**src/rtl/face_pkg.sv**
```systemverilog
// Shared definitions for the face overlay path: default marker value, FSM encoding, tile size helper.
package face_pkg;

    localparam int WHITE_PIX_DEF = 255;

    typedef enum logic [2:0] {
        ST_IDLE,
        ST_CHECK,
        ST_RUN,
        ST_DRAIN,
        ST_DONE
    } state_t;

    // unit = size/8 (truncating), side = 3*unit, total = side*side, all in 32 bits
    function automatic logic [31:0] tile_total(input logic [31:0] size);
        logic [31:0] unit;
        logic [31:0] side;
        unit = size >> 3;
        side = unit * 32'd3;
        return side * side;
    endfunction

endpackage

```
**src/rtl/face_overlay_fifo.sv**
```systemverilog
// Synchronous output FIFO carrying {last, pixel}; head is shown combinationally, count reports occupancy.
module overlay_fifo #(
    parameter int DEPTH = 4,
    parameter int W     = 33
) (
    input  logic                     clk,
    input  logic                     reset,
    input  logic                     push,
    input  logic [W-1:0]             push_data,
    input  logic                     pop,
    output logic [W-1:0]             head,
    output logic [$clog2(DEPTH):0]   count
);
    localparam int AW = $clog2(DEPTH);
    localparam int CW = AW + 1;

    logic [W-1:0]  mem [DEPTH];
    logic [AW-1:0] wr_ptr;
    logic [AW-1:0] rd_ptr;

    always_ff @(posedge clk) begin
        if (!reset) begin
            wr_ptr <= '0;
            rd_ptr <= '0;
            count  <= '0;
        end else begin
            if (push) wr_ptr <= wr_ptr + AW'(1);
            if (pop)  rd_ptr <= rd_ptr + AW'(1);
            case ({push, pop})
                2'b10:   count <= count + CW'(1);
                2'b01:   count <= count - CW'(1);
                default: count <= count;
            endcase
        end
    end

    always_ff @(posedge clk) begin
        if (push) mem[wr_ptr] <= push_data;
    end

    assign head = mem[rd_ptr];

endmodule

```
**src/rtl/face_overlay.sv**
```systemverilog
// Composites the detection mask onto one core tile of raw pixels, streaming the result in raster order.
// Define OVERLAY_STATS_EN to add the mark_count port (pixels replaced in the current/last tile).
//
//  state    | meaning
//  IDLE     | waiting for start
//  CHECK    | size latched, tile total computed; zero total ends with error
//  RUN      | accepting pixels until idx reaches total
//  DRAIN    | all pixels accepted, emptying s0 and FIFO
//  DONE     | one-cycle done (and error) pulse
module face_overlay
    import face_pkg::*;
#(
    parameter int PIX_W     = 32,
    parameter int ADDR_W    = 17,
    parameter int WHITE_PIX = WHITE_PIX_DEF,
    parameter int OUT_DEPTH = 4
) (
    input  logic                clk,
    input  logic                reset,
    input  logic                start,
    input  logic [31:0]         size,
    output logic                busy,
    output logic                done,
    output logic                error,
    input  logic                pix_valid,
    input  logic [PIX_W-1:0]    pix_data,
    output logic                pix_ready,
    output logic                mask_rd_en,
    output logic [ADDR_W-1:0]   mask_addr,
    input  logic                mask_rdata,
    output logic                out_valid,
    output logic [PIX_W-1:0]    out_data,
    output logic                out_last,
    input  logic                out_ready
`ifdef OVERLAY_STATS_EN
    ,
    output logic [ADDR_W:0]     mark_count
`endif
);
    localparam int CW = $clog2(OUT_DEPTH) + 1;
    localparam logic [PIX_W-1:0] WHITE_V  = PIX_W'(WHITE_PIX);
    localparam logic [CW:0]      DEPTH_L  = (CW+1)'(OUT_DEPTH);
    localparam logic [ADDR_W:0]  ONE      = 1;

    state_t            state, state_nxt;
    logic [31:0]       size_q;
    logic [ADDR_W:0]   total_q;
    logic [ADDR_W:0]   total_calc;
    logic [ADDR_W:0]   idx;
    logic              s0_valid;
    logic [PIX_W-1:0]  s0_data;
    logic              s0_last;
    logic              last_popped;
    logic              accept;
    logic              push;
    logic              pop;
    logic [PIX_W:0]    push_data;
    logic [PIX_W:0]    fifo_head;
    logic [CW-1:0]     fifo_count;
    logic [CW:0]       occupancy;
    logic              head_last;
    logic              drain_done;

    assign total_calc = (ADDR_W+1)'(tile_total(size_q));
    assign occupancy  = {1'b0, fifo_count} + {{CW{1'b0}}, s0_valid};
    assign accept     = pix_valid && pix_ready;
    assign push       = s0_valid;
    assign push_data  = {s0_last, (mask_rdata ? WHITE_V : s0_data)};
    assign out_valid  = (fifo_count != '0);
    assign pop        = out_valid && out_ready;
    assign head_last  = fifo_head[PIX_W];
    assign out_data   = out_valid ? fifo_head[PIX_W-1:0] : '0;
    assign out_last   = out_valid && head_last;
    assign mask_rd_en = accept;
    assign mask_addr  = idx[ADDR_W-1:0];

    // The final pixel may be leaving the FIFO this very cycle; finish without an extra idle cycle.
    assign drain_done = !s0_valid &&
                        ((fifo_count == '0 && last_popped) ||
                         (pop && head_last && fifo_count == CW'(1)));

    always_ff @(posedge clk) begin
        if (!reset) state <= ST_IDLE;
        else        state <= state_nxt;
    end

    always_comb begin
        state_nxt = state;
        case (state)
            ST_IDLE:  if (start) state_nxt = ST_CHECK;
            ST_CHECK: state_nxt = (total_calc == '0) ? ST_DONE : ST_RUN;
            ST_RUN:   if (idx == total_q) state_nxt = ST_DRAIN;
            ST_DRAIN: if (drain_done) state_nxt = ST_DONE;
            ST_DONE:  state_nxt = ST_IDLE;
            default:  state_nxt = ST_IDLE;
        endcase
    end

    always_comb begin
        busy      = (state == ST_CHECK) || (state == ST_RUN) || (state == ST_DRAIN);
        done      = (state == ST_DONE);
        error     = (state == ST_DONE) && (total_q == '0);
        pix_ready = (state == ST_RUN) && (idx < total_q) && (occupancy < DEPTH_L);
    end

    always_ff @(posedge clk) begin
        if (!reset) begin
            size_q      <= '0;
            total_q     <= '0;
            idx         <= '0;
            s0_valid    <= 1'b0;
            s0_data     <= '0;
            s0_last     <= 1'b0;
            last_popped <= 1'b0;
        end else begin
            if (state == ST_IDLE && start) begin
                size_q      <= size;
                idx         <= '0;
                last_popped <= 1'b0;
            end
            if (state == ST_CHECK) total_q <= total_calc;
            s0_valid <= accept;
            if (accept) begin
                s0_data <= pix_data;
                s0_last <= (idx + ONE == total_q);
                idx     <= idx + ONE;
            end
            if (pop && head_last) last_popped <= 1'b1;
        end
    end

    overlay_fifo #(
        .DEPTH (OUT_DEPTH),
        .W     (PIX_W + 1)
    ) u_fifo (
        .clk       (clk),
        .reset     (reset),
        .push      (push),
        .push_data (push_data),
        .pop       (pop),
        .head      (fifo_head),
        .count     (fifo_count)
    );

`ifdef OVERLAY_STATS_EN
    always_ff @(posedge clk) begin
        if (!reset)                       mark_count <= '0;
        else if (state == ST_IDLE && start) mark_count <= '0;
        else if (push && mask_rdata)      mark_count <= mark_count + ONE;
    end
`endif

endmodule

```
**config.mk**
```make
export PLATFORM = sky130hd
export DESIGN_NAME = face_overlay
export DESIGN_NICKNAME = d
export VERILOG_FILES = /design/src/rtl/face_pkg.sv /design/src/rtl/face_overlay_fifo.sv /design/src/rtl/face_overlay.sv
export SDC_FILE = /design/constraint.sdc
export NUM_CORES = 1
export LEC_CHECK = 0
export ABC_AREA = 1
export CAP_MARGIN = 10
export CORE_UTILIZATION = 35
export CTS_BUF_LIST = sky130_fd_sc_hd__clkbuf_8
export DETAILED_ROUTE_END_ITERATION = 8
export GPL_ROUTABILITY_DRIVEN = 1
export SLEW_MARGIN = 10
export SYNTH_ARGS = -nofsm -noshare
export SYNTH_HDL_FRONTEND = slang
export SYNTH_SLANG_ARGS = --single-unit
```
**constraint.sdc**
```tcl
create_clock -name clk -period 9.97 [get_ports clk]
set_input_delay 0.997 -clock clk [delete_from_list [all_inputs] [get_ports clk]]
set_output_delay 0.997 -clock clk [all_outputs]
set_load 0.1 [all_outputs]
```
# Word-level counts from Yosys, hierarchy flattened
# Memory sizes are Yosys's and may differ from the RTL's. A register that Yosys moved wholly into a read port is not among the register bits.
# Index checks and enable logic that the tools add are counted.
[totals] register_bits=113 in_bits=70 word_cells=74 n_memories=1 ram_bits=132
[classes] n_reduce_logical=24 order_cmp=2 mux=16 n_mul=2 add_sub_neg=6 eq_ne=12
[mem_list] memory="u_fifo.mem" depth=4 word_bits=33 read_ports=1 rd_clocked_by_memory_dff=1 wr=1 line="face_overlay_fifo.sv:17" text="logic [W-1:0] mem [DEPTH];"
[op_table] op="two-way mux 32 bit" count=2
[op_table] op="equality test 18 bit" count=2
[op_table] op="logical NOT 18 bit" count=2
[op_table] op="two-way mux 18 bit" count=2
[op_table] op="multiplier 29 x 2 -> 31 bit (second input constant)" count=1
[op_table] op="multiplier 31 x 31 -> 18 bit" count=1
[op_table] op="adder 18 x 1 -> 18 bit (second input constant)" count=1
[op_table] op="< comparator 18 bit" count=1
[op_table] op="two-way mux 3 bit" count=4
[op_table] op="one-hot mux 3 bit (4 select lines)" count=1
[op_table] op="logical AND 1 bit" count=11
[op_table] op="equality test 3 x 1 -> 1 bit (second input constant)" count=2
[op_table] op="equality test 3 x 2 -> 1 bit (second input constant)" count=2
[op_table] op="logical NOT 3 bit" count=2
[op_table] op="inequality test 2 bit (second input constant)" count=3
[op_table] op="one-hot mux 3 bit (2 select lines)" count=1
[op_table] op="nonzero test 2 bit" count=3
[op_table] op="adder 2 x 1 -> 2 bit (second input constant)" count=2
[op_table] op="adder 3 x 1 -> 4 bit" count=1
[op_table] op="< comparator 4 x 3 -> 1 bit (second input constant)" count=1
[op_table] op="two-way mux 1 bit" count=4
[op_table] op="two-way mux 2 bit" count=2
[op_table] op="adder 3 x 1 -> 3 bit (second input constant)" count=1
[op_table] op="equality test 3 bit (second input constant)" count=1
[op_table] op="7 further kinds" count=9

# Longest topological paths before layout
# Gate-level depths: netlist of run 1.
[depth] word_depth=8 ltp_mapped=41 depth_no_buf=41

# Cells and area by module
# A second synthesis of run 1 with hierarchy kept.
[hier_totals] hier_cells=1796 hier_area_um2=15397.3
[modules_own_cells] module="face_overlay" cells_each=1422 instances=1 area_per_inst_um2=10045.9
[modules_own_cells] module="overlay_fifo" cells_each=374 instances=1 area_per_inst_um2=5351.4

# Least setup slack after synthesis of run 1
# Ideal clock, no wire load.
[synth_timing] path_type="flip-flop to output port" start="register state[2]" end="output port error" t_required_ns=8.973 t_arrival_ns=5.838 n_path_buf=0 path_stages_with_launch=4 slack_ns=3.135 path_cell_list="dfxtp_1 nor3b_1 nand4_1 nor4_1"
[synth_between] elab_chain_cells=2
[synth_rtl] element="from (decl)" line="face_overlay.sv:45" text="state_t state, state_nxt;"
[synth_rtl] element="from (signal assigned)" line="face_overlay.sv:84" text="else state <= state_nxt;"
[synth_rtl] element="equality test 3 bit"
[synth_rtl] element="named net done" line="face_overlay.sv:23" text="output logic done,"
[synth_rtl] element="logical AND 1 bit" line="face_overlay.sv:102" text="error = (state == ST_DONE) && (total_q == '0);"
[synth_rtl] element="to (decl)" line="face_overlay.sv:24" text="output logic error,"
# The timed path passes the listed nets, and every way through them passes these cells.

# Worst setup path after layout of run 1
[layout_timing] start="register size_q[3]" end="register state[1]"
[layout_between] elab_chain_cells=5
[layout_rtl] element="from (decl)" line="face_overlay.sv:46" text="logic [31:0] size_q;"
[layout_rtl] element="from (signal assigned)" line="face_overlay.sv:117" text="size_q <= size;"
[layout_rtl] element="multiplier 29 x 2 -> 31 bit" line="face_pkg.sv:19" text="side = unit * 32'd3;"
[layout_rtl] element="multiplier 31 x 31 -> 18 bit" line="face_pkg.sv:20" text="return side * side;"
[layout_rtl] element="logical NOT 18 bit" line="face_overlay.sv:91" text="ST_CHECK: state_nxt = (total_calc == '0) ? ST_DONE : ST_RUN;"
[layout_rtl] element="two-way mux 3 bit" line="face_overlay.sv:91"
[layout_rtl] element="one-hot mux 3 bit (4 select lines)" line="face_overlay.sv:89" text="case (state)"
# Every way passes these cells.
# A chain may end at the register's enable or synchronous reset.

==> impl_metrics.csv, run 1 <==
group,metric,value,unit
run_status,status,"finished, final reports clean",
global_routing,overflow,0,
timing,min_period_over_period,0.768,
timing,finalSetupViolCount,0,
cells_and_area,area_growth,15.4,%
drt,drtIter0Drc,660,
floorplanning,die-area,0.0439,mm²
synth,synth_flop_cell,"edfxtp_1",
cells_and_area,multi_input_area,0.00763,mm²
global_routing,grt_max_degree,72,
synth,syn-num-nets,2012,
synth,synth_area,0.0151,mm²
drt,viasPerCell,4.74,
synth,synthArstFlopShare,0,
drt,routedWlPerCell,14.8,µm
worst_setup_path,worstPathRequired,10.41,ns
worst_setup_path,end_kind,"register",
worst_setup_path,cp_max_fo,10,
synth,synth_cells,1749,
cells_and_area,regArea,0.00595,mm²
cells_and_area,final_common_cell,"inv_1",
worst_setup_path,path_buf_inv,5,
timing,setup_tns,0,ns
worst_setup_path,crit_path_max_incr_delay,0.76,ns
timing,min_period,7.66,ns
clock_tree,cts_tree,"yes",
clock_tree,clkSinkCount,231,
clock_tree,cts-buffers-inserted,41,
drt,firstDrtPassIters,6,
timing,slew_viol_final,0,
cells_and_area,drive_above_1_share,0.0631,
clock_tree,clk_latency,0.59,ns
synth,yosys_warnings,0,
drt,wl,35600,µm
timing,final-hold-violation-count,0,
cells_and_area,fill_cells,4190,
floorplanning,rows,75,
floorplanning,initial_core_util,0.357,
clock_tree,clockBufferDepth,3,
timing,worst_slew_pin_slew,1.07,ns
timing,finalClockSkew,0.0339,ns
worst_setup_path,startpoint_type,"register",
clock_tree,postCtsResizedCells,0,
timing,max_slew_margin,0.283,
synth,synth_edf_count,132,
timing,clock.fmax,131,MHz
synth,synth_cell_type_count,52,
global_routing,grt_pass1_vias,11500,
global_routing,grtUsageTotal,0.168,
synth,syn-mean-instance-area,8.62,µm²
synth,synth_seq_cells,231,
flow_run,maxCapViolations,0,
clock_tree,cts_hold_buf,0,
floorplanning,io_pins,126,
cells_and_area,layout_common_cells,"inv_1, nand2_1, nor2_1, a21oi_1, o21ai_0",
place,dp_hpwl,24800,µm
floorplanning,die_w,210,µm
worst_setup_path,critical_path_class,"register to register",
cells_and_area,nets,2101,
timing,rsz0062_at_grt,"no",
drt,via_count,11400,
worst_setup_path,critPathTopFamily,"adder cells",
place,gp_congestion,0.865,
clock_tree,cts_setup_buffers,0,
hold_path,hp-class,"register to register",
floorplanning,chipHeight,210,µm
worst_setup_path,crit_arrival,8.10,ns
worst_setup_path,crit_top_cell,"nand2_1",
floorplanning,core_area,0.0422,mm²
global_routing,grt_pass1_wl,58600,µm
synth,synth_top_cell_by_area,"edfxtp_1",
synth,synth_seq_area_share,0.394,
synth,synth_top_area_share,0.263,
place,portBuffers,110,
drt,ant_nets,0,
drt,drc,0,
clock_tree,clockRootBuffer,"clkbuf_8",
clock_tree,clkTransAtPathRegs,0.06,ns
synth,synthTopCellsByArea,"edfxtp_1, dfxtp_1, fa_1, ha_1, inv_1",
clock_tree,h-tree-depth,2,
global_routing,antenna_found_initial,0,
worst_setup_path,worst_path_max_delay_cell,"xor2_1",
==> final timing paths <==
check / from / to / slack (ns) / depth (start not counted)
worst max-delay path: size_q[3] / state[1] / 2.31 / 32
worst min-delay path: size_q[19] / size_q[19] / 0.45 / 2
worst max register to register: size_q[3] / state[1] / 2.31 / 32
worst min register to register: size_q[19] / size_q[19] / 0.45 / 2
==> metal layers <==
| layer | vias to the layer above | routed length, µm | GRT usage |
|---|---|---|---|
| met2 | 285 | 16400 | 0.276 |
| met1 | 5309 | 16200 | 0.219 |
| met4 | 0 | 799 | 0.0529 |
| met5 | - | 0 | 0 |
| li1 | 5778 | - | - |
| met3 | 59 | 2190 | 0.0374 |
==> sequential cells by signal, summed over array words and instances (netlist names), named ones only <==
| register | cells |
|---|---|
| u_fifo.wr_ptr | 2 |
| total_q | 17 |
| u_fifo.count | 3 |
| u_fifo.rd_ptr | 2 |
| state | 3 |
| s0_last | 1 |
| idx | 18 |
| s0_data | 32 |
| size_q | 17 |
| push | 1 |
| u_fifo.mem | 132 |
| last_popped | 1 |
==> cell families after synthesis <==
logic type | Yosys count | synth area share
DFF | 231 | 0.394
AOI/OAI and AO/OA | 323 | 0.113
adders and majority gates | 193 | 0.207
and+or+nand+nor | 586 | 0.161
buffers and inverters | 377 | 0.0996
xor gates and xnor gates | 38 | 0.0246
muxes | 1 | 0.000664
==> cell type report <==
class,instances,share of cell area
flip-flops and latches,231,0.342
well taps,539,0.0387
inverters,303,0.0653
repair buffers,120,0.0673
diodes,1,0.000144
multi-input cells,1141,0.438
clock inverters,32,0.0136
clock buffers,44,0.0348
==> cell usage after synthesis, types with 4 or more instances <==
master and count:
xnor2_1 8, dfxtp_1 99, inv_1 289, edfxtp_1 132, o211ai_1 6, nor3_1 4, or2_2 4, o21ai_0 145
clkbuf_1 46, inv_2 12, xor2_1 25, nand2_1 249, nand4_1 15, a21oi_1 146, nand3_1 42, buf_4 19
nor2_2 6, nand3b_1 4, nor2_1 240, nand2_2 4, buf_2 6, ha_1 99, fa_1 94, o21ai_1 7
==> through the flow <==
| step | setup slack (ns) | instance area [µm²] | utilization | hold WS [ns] | instances |
|---|---|---|---|---|---|
| 3_3_place_gp | 2.47 | 16600 | 0.392 | 0.441 | 2334 |
| 2_1_floorplan | 3.14 | 15100 | - | 0.427 | 1749 |
| 4_1_cts | 2.33 | 17400 | 0.412 | 0.454 | 2410 |
| 3_5_place_dp | 2.38 | 16600 | 0.392 | 0.446 | 2334 |
| 6_report | 2.31 | 17400 | 0.412 | 0.450 | 2411 |
| 5_1_grt | 1.84 | 17400 | 0.412 | 0.469 | 2410 |
==> worst min-delay path: cells and delay by family (launching register included) <==
kind | cells | cell delay [ns]
flops | 1 | 0.31
buf+inv | 1 | 0.05
compound gates | 1 | 0.05
Power of run 1 is left out: the tool's default activity adds up to more than one toggle a clock period on the data nets, which glitch-free logic cannot reach.
==> inputs of run 2 (changes only) <==
==> constraint.sdc (replaced) <==
create_clock -name clk -period 6.55 [get_ports clk]
set_input_delay 0.655 -clock clk [delete_from_list [all_inputs] [get_ports clk]]
set_output_delay 0.655 -clock clk [all_outputs]
set_load 0.1 [all_outputs]
==> impl_metrics.csv, run 2 (same netlist as run 1, synthesis figures left out) <==
group,metric,value,unit
hold_path,hp-class,"register to register",
cells_and_area,top_register,"u_fifo.mem",
worst_setup_path,critical_path_class,"register to register",
clock_tree,clk_latency,0.61,ns
worst_setup_path,crit_arrival,7.09,ns
clock_tree,h-tree-depth,2,
cells_and_area,drive_above_1_share,0.167,
global_routing,overflow,0,
drt,drc,0,
drt,firstDrtPassIters,5,
clock_tree,cts-buffers-inserted,42,
timing,finalClockSkew,0.0258,ns
cells_and_area,utilization,0.445,
global_routing,grtUsageTotal,0.171,
drt,wl,37700,µm
clock_tree,clkTransAtPathRegs,0.08,ns
global_routing,grt_max_degree,72,
worst_setup_path,worst_path_max_delay_cell,"fa_1",
floorplanning,rows,75,
cells_and_area,area_growth,24.5,%
cells_and_area,nets,2211,
floorplanning,chipHeight,210,µm
timing,max_slew_margin,0.233,
global_routing,grt_pass1_vias,11700,
clock_tree,clkSinkCount,231,
worst_setup_path,end_kind,"register",
floorplanning,die-area,0.0439,mm²
cells_and_area,layout_common_cells,"inv_1, nand2_1, nor2_1, o21ai_0, a21oi_1",
timing,worst_slew_pin_slew,1.15,ns
cells_and_area,final_common_cell,"inv_1",
clock_tree,cts_hold_buf,0,
timing,clock.fmax,150,MHz
cells_and_area,multi_input_area,0.00813,mm²
floorplanning,io_pins,126,
cells_and_area,diodes,0,
global_routing,antenna_found_initial,1,
run_status,violations,"negative setup slack",
timing,finalSetupViolCount,2,
worst_setup_path,path_buf_inv,9,
flow_run,maxCapViolations,0,
worst_setup_path,crit_path_max_incr_delay,0.55,ns
drt,drtIter0Drc,631,
drt,via_count,12000,
place,gp_congestion,0.862,
run_status,status,"finished, violations left",
floorplanning,initial_core_util,0.357,
place,portBuffers,110,
drt,viasPerCell,4.76,
cells_and_area,regArea,0.00595,mm²
worst_setup_path,startpoint_type,"register",
timing,min_period_over_period,1.02,
timing,final-hold-violation-count,0,
cells_and_area,largest_register_ffs,132,
clock_tree,clockRootBuffer,"clkbuf_8",
timing,min_period,6.67,ns
floorplanning,core_area,0.0422,mm²
worst_setup_path,cp_max_fo,5,
global_routing,grt_pass1_wl,59600,µm
floorplanning,die_w,210,µm
timing,rsz0062_at_grt,"yes",
place,dp_hpwl,25900,µm
timing,setup_slack,-0.116,ns
drt,ant_nets,0,
cells_and_area,fill_cells,4069,
drt,routedWlPerCell,15.0,µm
clock_tree,clockBufferDepth,3,
cells_and_area,reg_top3,"u_fifo.mem x132, s0_data x32, idx x18",
timing,slew_viol_final,0,
worst_setup_path,critPathTopFamily,"adder cells",
clock_tree,cts_tree,"yes",
worst_setup_path,worstPathRequired,6.97,ns
## run 2: cell count changes in the layout (fill, tap and decap cells not counted), moves of 10 or more
cell	before	now
buf_4	10	111
nand2_1	249	229
inv_1	297	281
inv_2	16	31
nand2_2	4	18
nor2_1	240	226
ha_1	99	87
ha_4	0	11
nor2_2	6	16
## run 2: layer usage
metal / GRT usage / vias to the layer above / part of all wire
met5: 0 / - / 0
met1: 0.220 / 5656 / 0.45
met4: 0.0473 / 0 / 0.024
met3: 0.0281 / 74 / 0.046
li1: - / 5992 / -
met2: 0.297 / 263 / 0.48
## run 2: worst min-delay path: cells and delay by family (launching register included)
family	cells	cell delay, ns
buffers and inverters	1	0.06
DFF	1	0.30
AOI/OAI and AO/OA	1	0.05
## run 2: repair_timing
| action | CTS | global route |
|---|---|---|
| buffers inserted | 8 | 13 |
| endpoints found under the hold margin | 0 | 0 |
| pin swaps | 24 | 79 |
| gates resized for setup | 27 | 112 |
| setup endpoints to repair | 6 | 8 |
## run 2: layout make-up
type | count | area share
multi-input cells | 1141 | 0.433
flip-flops and latches | 231 | 0.317
repair buffers | 229 | 0.108
inverters | 303 | 0.0614
well taps | 539 | 0.0359
clock buffers | 48 | 0.0352
clock inverters | 28 | 0.0103
## run 2: path summary, 6_finish.rpt
path               startpoint     endpoint  slack [ns]  depth (start not counted)
setup / recovery    size_q[4]     state[1]       -0.12                         36
hold reg to reg   s0_data[16]  s0_data[16]        0.45                          2
setup reg to reg    size_q[4]     state[1]       -0.12                         36
hold / removal    s0_data[16]  s0_data[16]        0.45                          2
## run 2: metrics by stage
stage               TNS [ns]  cells  worst slack, ns  cell area [µm²]  hold WS [ns]
global placement      -0.915   2422           -0.314            17200         0.442
detailed placement     -1.30   2422           -0.413            17200         0.446
CTS                   -0.316   2506           -0.196            18200         0.455
finish                -0.164   2519           -0.116            18800         0.453
floorplan                  0   1749           0.0291            15100         0.427
global route           -1.54   2519           -0.466            18800         0.477
Power of run 2 is left out for the same reason.
==> inputs of run 3 (changes only) <==
--- a/config.mk
+++ b/config.mk
@@ -11,7 +11,9 @@
 export CTS_BUF_LIST = sky130_fd_sc_hd__clkbuf_8
 export DETAILED_ROUTE_END_ITERATION = 8
 export GPL_ROUTABILITY_DRIVEN = 1
+export RECOVER_POWER = 50
 export SLEW_MARGIN = 10
 export SYNTH_ARGS = -nofsm -noshare
 export SYNTH_HDL_FRONTEND = slang
+export SYNTH_HIERARCHICAL = 1
 export SYNTH_SLANG_ARGS = --single-unit
==> impl_metrics.csv, run 3 <==
group,metric,value,unit
global_routing,grtUsageMet1,0.216,
floorplanning,core_area,0.0433,mm²
cells_and_area,top_register,"u_fifo/mem",
floorplanning,die_w,212,µm
clock_tree,clockRootBuffer,"clkbuf_8",
place,portBuffers,110,
cells_and_area,regArea,0.00595,mm²
cells_and_area,fill_cells,4192,
timing,min_period_over_period,0.997,
synth,synth_seq_area_share,0.386,
worst_setup_path,rrSetupSlack,0.02,ns
timing,finalClockSkew,0.0202,ns
cells_and_area,largest_register_ffs,132,
drt,wl,37900,µm
global_routing,met3_usage,0.0314,
cells_and_area,nets,2240,
hold_path,min-delay-start,"u_fifo/rd_ptr[1]",
worst_setup_path,crit_top_cell,"fa_1",
synth,synth_top_area_share,0.257,
worst_setup_path,cp_max_fo,4,
cells_and_area,layout_common_cells,"inv_1, nor2_1, nand2_1, edfxtp_1, o21ai_0",
worst_setup_path,crit_path_max_incr_delay,0.55,ns
worst_setup_path,worst_path_max_delay_cell,"fa_1",
floorplanning,initial_core_util,0.356,
synth,synth_seq_cells,231,
synth,syn-num-nets,2059,
global_routing,busiest_layer,"met2",
timing,clock.fmax,153,MHz
cells_and_area,final_common_cell,"inv_1",
global_routing,use_met2,0.299,
synth,syn-mean-instance-area,8.57,µm²
worst_setup_path,end_kind,"register",
worst_setup_path,worstPathRequired,6.97,ns
hold_path,whs_path_depth,1,
drt,viasPerCell,4.70,
floorplanning,rows,76,
cells_and_area,drive_above_1_share,0.151,
global_routing,grt_max_degree,68,
clock_tree,clockBufferDepth,3,
clock_tree,h-tree-depth,2,
timing,max_slew_margin,-0.547,
place,dp_hpwl,26500,µm
synth,yosys_warnings,6,
clock_tree,clkSinkCount,231,
clock_tree,clk_latency,0.58,ns
worst_setup_path,startpoint_type,"register",
cells_and_area,multi_input_area,0.00820,mm²
drt,routedWlPerCell,14.6,µm
global_routing,overflow,0,
drt,drc,0,
worst_setup_path,r2r_cells,32,
synth,synth_cell_type_count,51,
synth,synthTopCellsByArea,"edfxtp_1, dfxtp_1, fa_1, inv_1, ha_1",
drt,ant_nets,0,
clock_tree,clkTransAtPathRegs,0.06,ns
cells_and_area,reg_top3,"u_fifo/mem x132, s0_data x32, idx x18",
hold_path,hp-class,"register to register",
synth,synth_cells,1796,
timing,slew_viol_final,189,
timing,rsz0062_at_grt,"yes",
place,gp_congestion,0.859,
global_routing,grt_pass1_wl,60800,µm
drt,via_count,12200,
synth,synth_flop_cell,"edfxtp_1",
worst_setup_path,critical_path_class,"register to register",
cells_and_area,area_growth,22.8,%
global_routing,grt_pass1_vias,12100,
timing,finalSetupViolCount,0,
run_status,violations,"max-capacitance violations, max-slew violations",
global_routing,grtUsageTotal,0.172,
synth,synth_edf_count,132,
floorplanning,io_pins,126,
global_routing,antenna_found_initial,0,
clock_tree,cts_tree,"yes",
floorplanning,die-area,0.0448,mm²
worst_setup_path,rr_startpoint,"size_q[4]",
timing,final-hold-violation-count,0,
drt,firstDrtPassIters,6,
worst_setup_path,r2r_end,"state[1]",
synth,synthArstFlopShare,0,
synth,synth_area,0.0154,mm²
drt,drtIter0Drc,695,
synth,synth_top_cell_by_area,"edfxtp_1",
timing,min_period,6.53,ns
synth,synth_common_cells,"inv_1, nor2_1, nand2_1, edfxtp_1, o21ai_0",
timing,setup_slack,0.0165,ns
flow_run,maxCapViolations,5,
floorplanning,chipHeight,212,µm
place,post-place-ws,-0.366,ns
synth,synthMostInstantiatedCell,"inv_1",
run_status,status,"finished, violations left",
clock_tree,cts-buffers-inserted,40,
clock_tree,cts_hold_buf,0,
timing,worst_slew_pin_slew,2.32,ns
worst_setup_path,crit_arrival,6.96,ns
run 3: cell types whose count changed after synthesis, moves of 9 or more:
cell / previous run / this run
a21oi_1: 146 / 81
buf_6: 1 / 11
clkbuf_1: 46 / 24
inv_1: 289 / 351
nand2_1: 249 / 217
nand3_1: 42 / 54
nor2_1: 240 / 265
o21ai_0: 145 / 126
o21ai_1: 7 / 20
o22ai_1: 0 / 33
or2_2: 4 / 17
xnor2_1: 8 / 17
run 3: repair_timing:
item | 4_1_cts | 5_1_grt
gates resized for setup | 58 | 73
setup buffers | 15 | 4
cloned | 0 | 0
endpoints found under the setup margin | 7 | 8
pin swaps | 40 | 53
run 3: worst max-delay path by stage:
stage	cells after the start	from	endpoint
global route	34	size_q[4]	state[1]
global placement	32	size_q[3]	state[1]
floorplan	35	size_q[3]	state[1]
finish	32	size_q[4]	state[1]
detailed placement	33	size_q[3]	state[1]
CTS	37	size_q[4]	state[1]
run 3: layer usage:
layer | part of all wire | routed length [µm]
met1 | 0.44 | 16700
met3 | 0.054 | 2030
met4 | 0.021 | 805
met5 | 0 | 0
met2 | 0.48 | 18300
run 3: worst max-delay path, delay by kind of cell (launching register included):
| family | cells | cell delay, ns |
|---|---|---|
| AOI/OAI and AO/OA | 5 | 0.56 |
| xor gates and xnor gates | 1 | 0.17 |
| adders and majority gates | 9 | 3.77 |
| buffers and inverters | 6 | 0.48 |
| DFF | 1 | 0.34 |
| and+or+nand+nor | 11 | 1.08 |
run 3: stage by stage:
step                      instances  hold slack (ns)  setup TNS [ns]   util  area (µm²)
after detailed placement       2501            0.438           -1.06  0.402       17400
after floorplan                1796            0.412               0      -       15400
after global routing           2594            0.473           -1.58  0.437       18900
final                          2595            0.448               0  0.437       18900
after global placement         2501            0.427          -0.486  0.402       17400
after CTS                      2590            0.449         -0.0288  0.429       18600
run 3: cells by family after synthesis:
group	count (synthesis)	synth area share
fa+ha+maj	193	0.203
buf+inv	432	0.117
xor+xnor	47	0.0267
simple gates	600	0.163
compound gates	292	0.104
flops	231	0.386
mux	1	0.000650
run 3: area by class of cell:
class,count,share of cell area
inverters,360,0.0717
clock inverters,28,0.0104
flip-flops and latches,231,0.315
repair buffers,211,0.0977
well taps,585,0.0387
diodes,1,0.000132
multi-input cells,1133,0.433
clock buffers,46,0.0335
Power of run 3 is left out for the same reason.
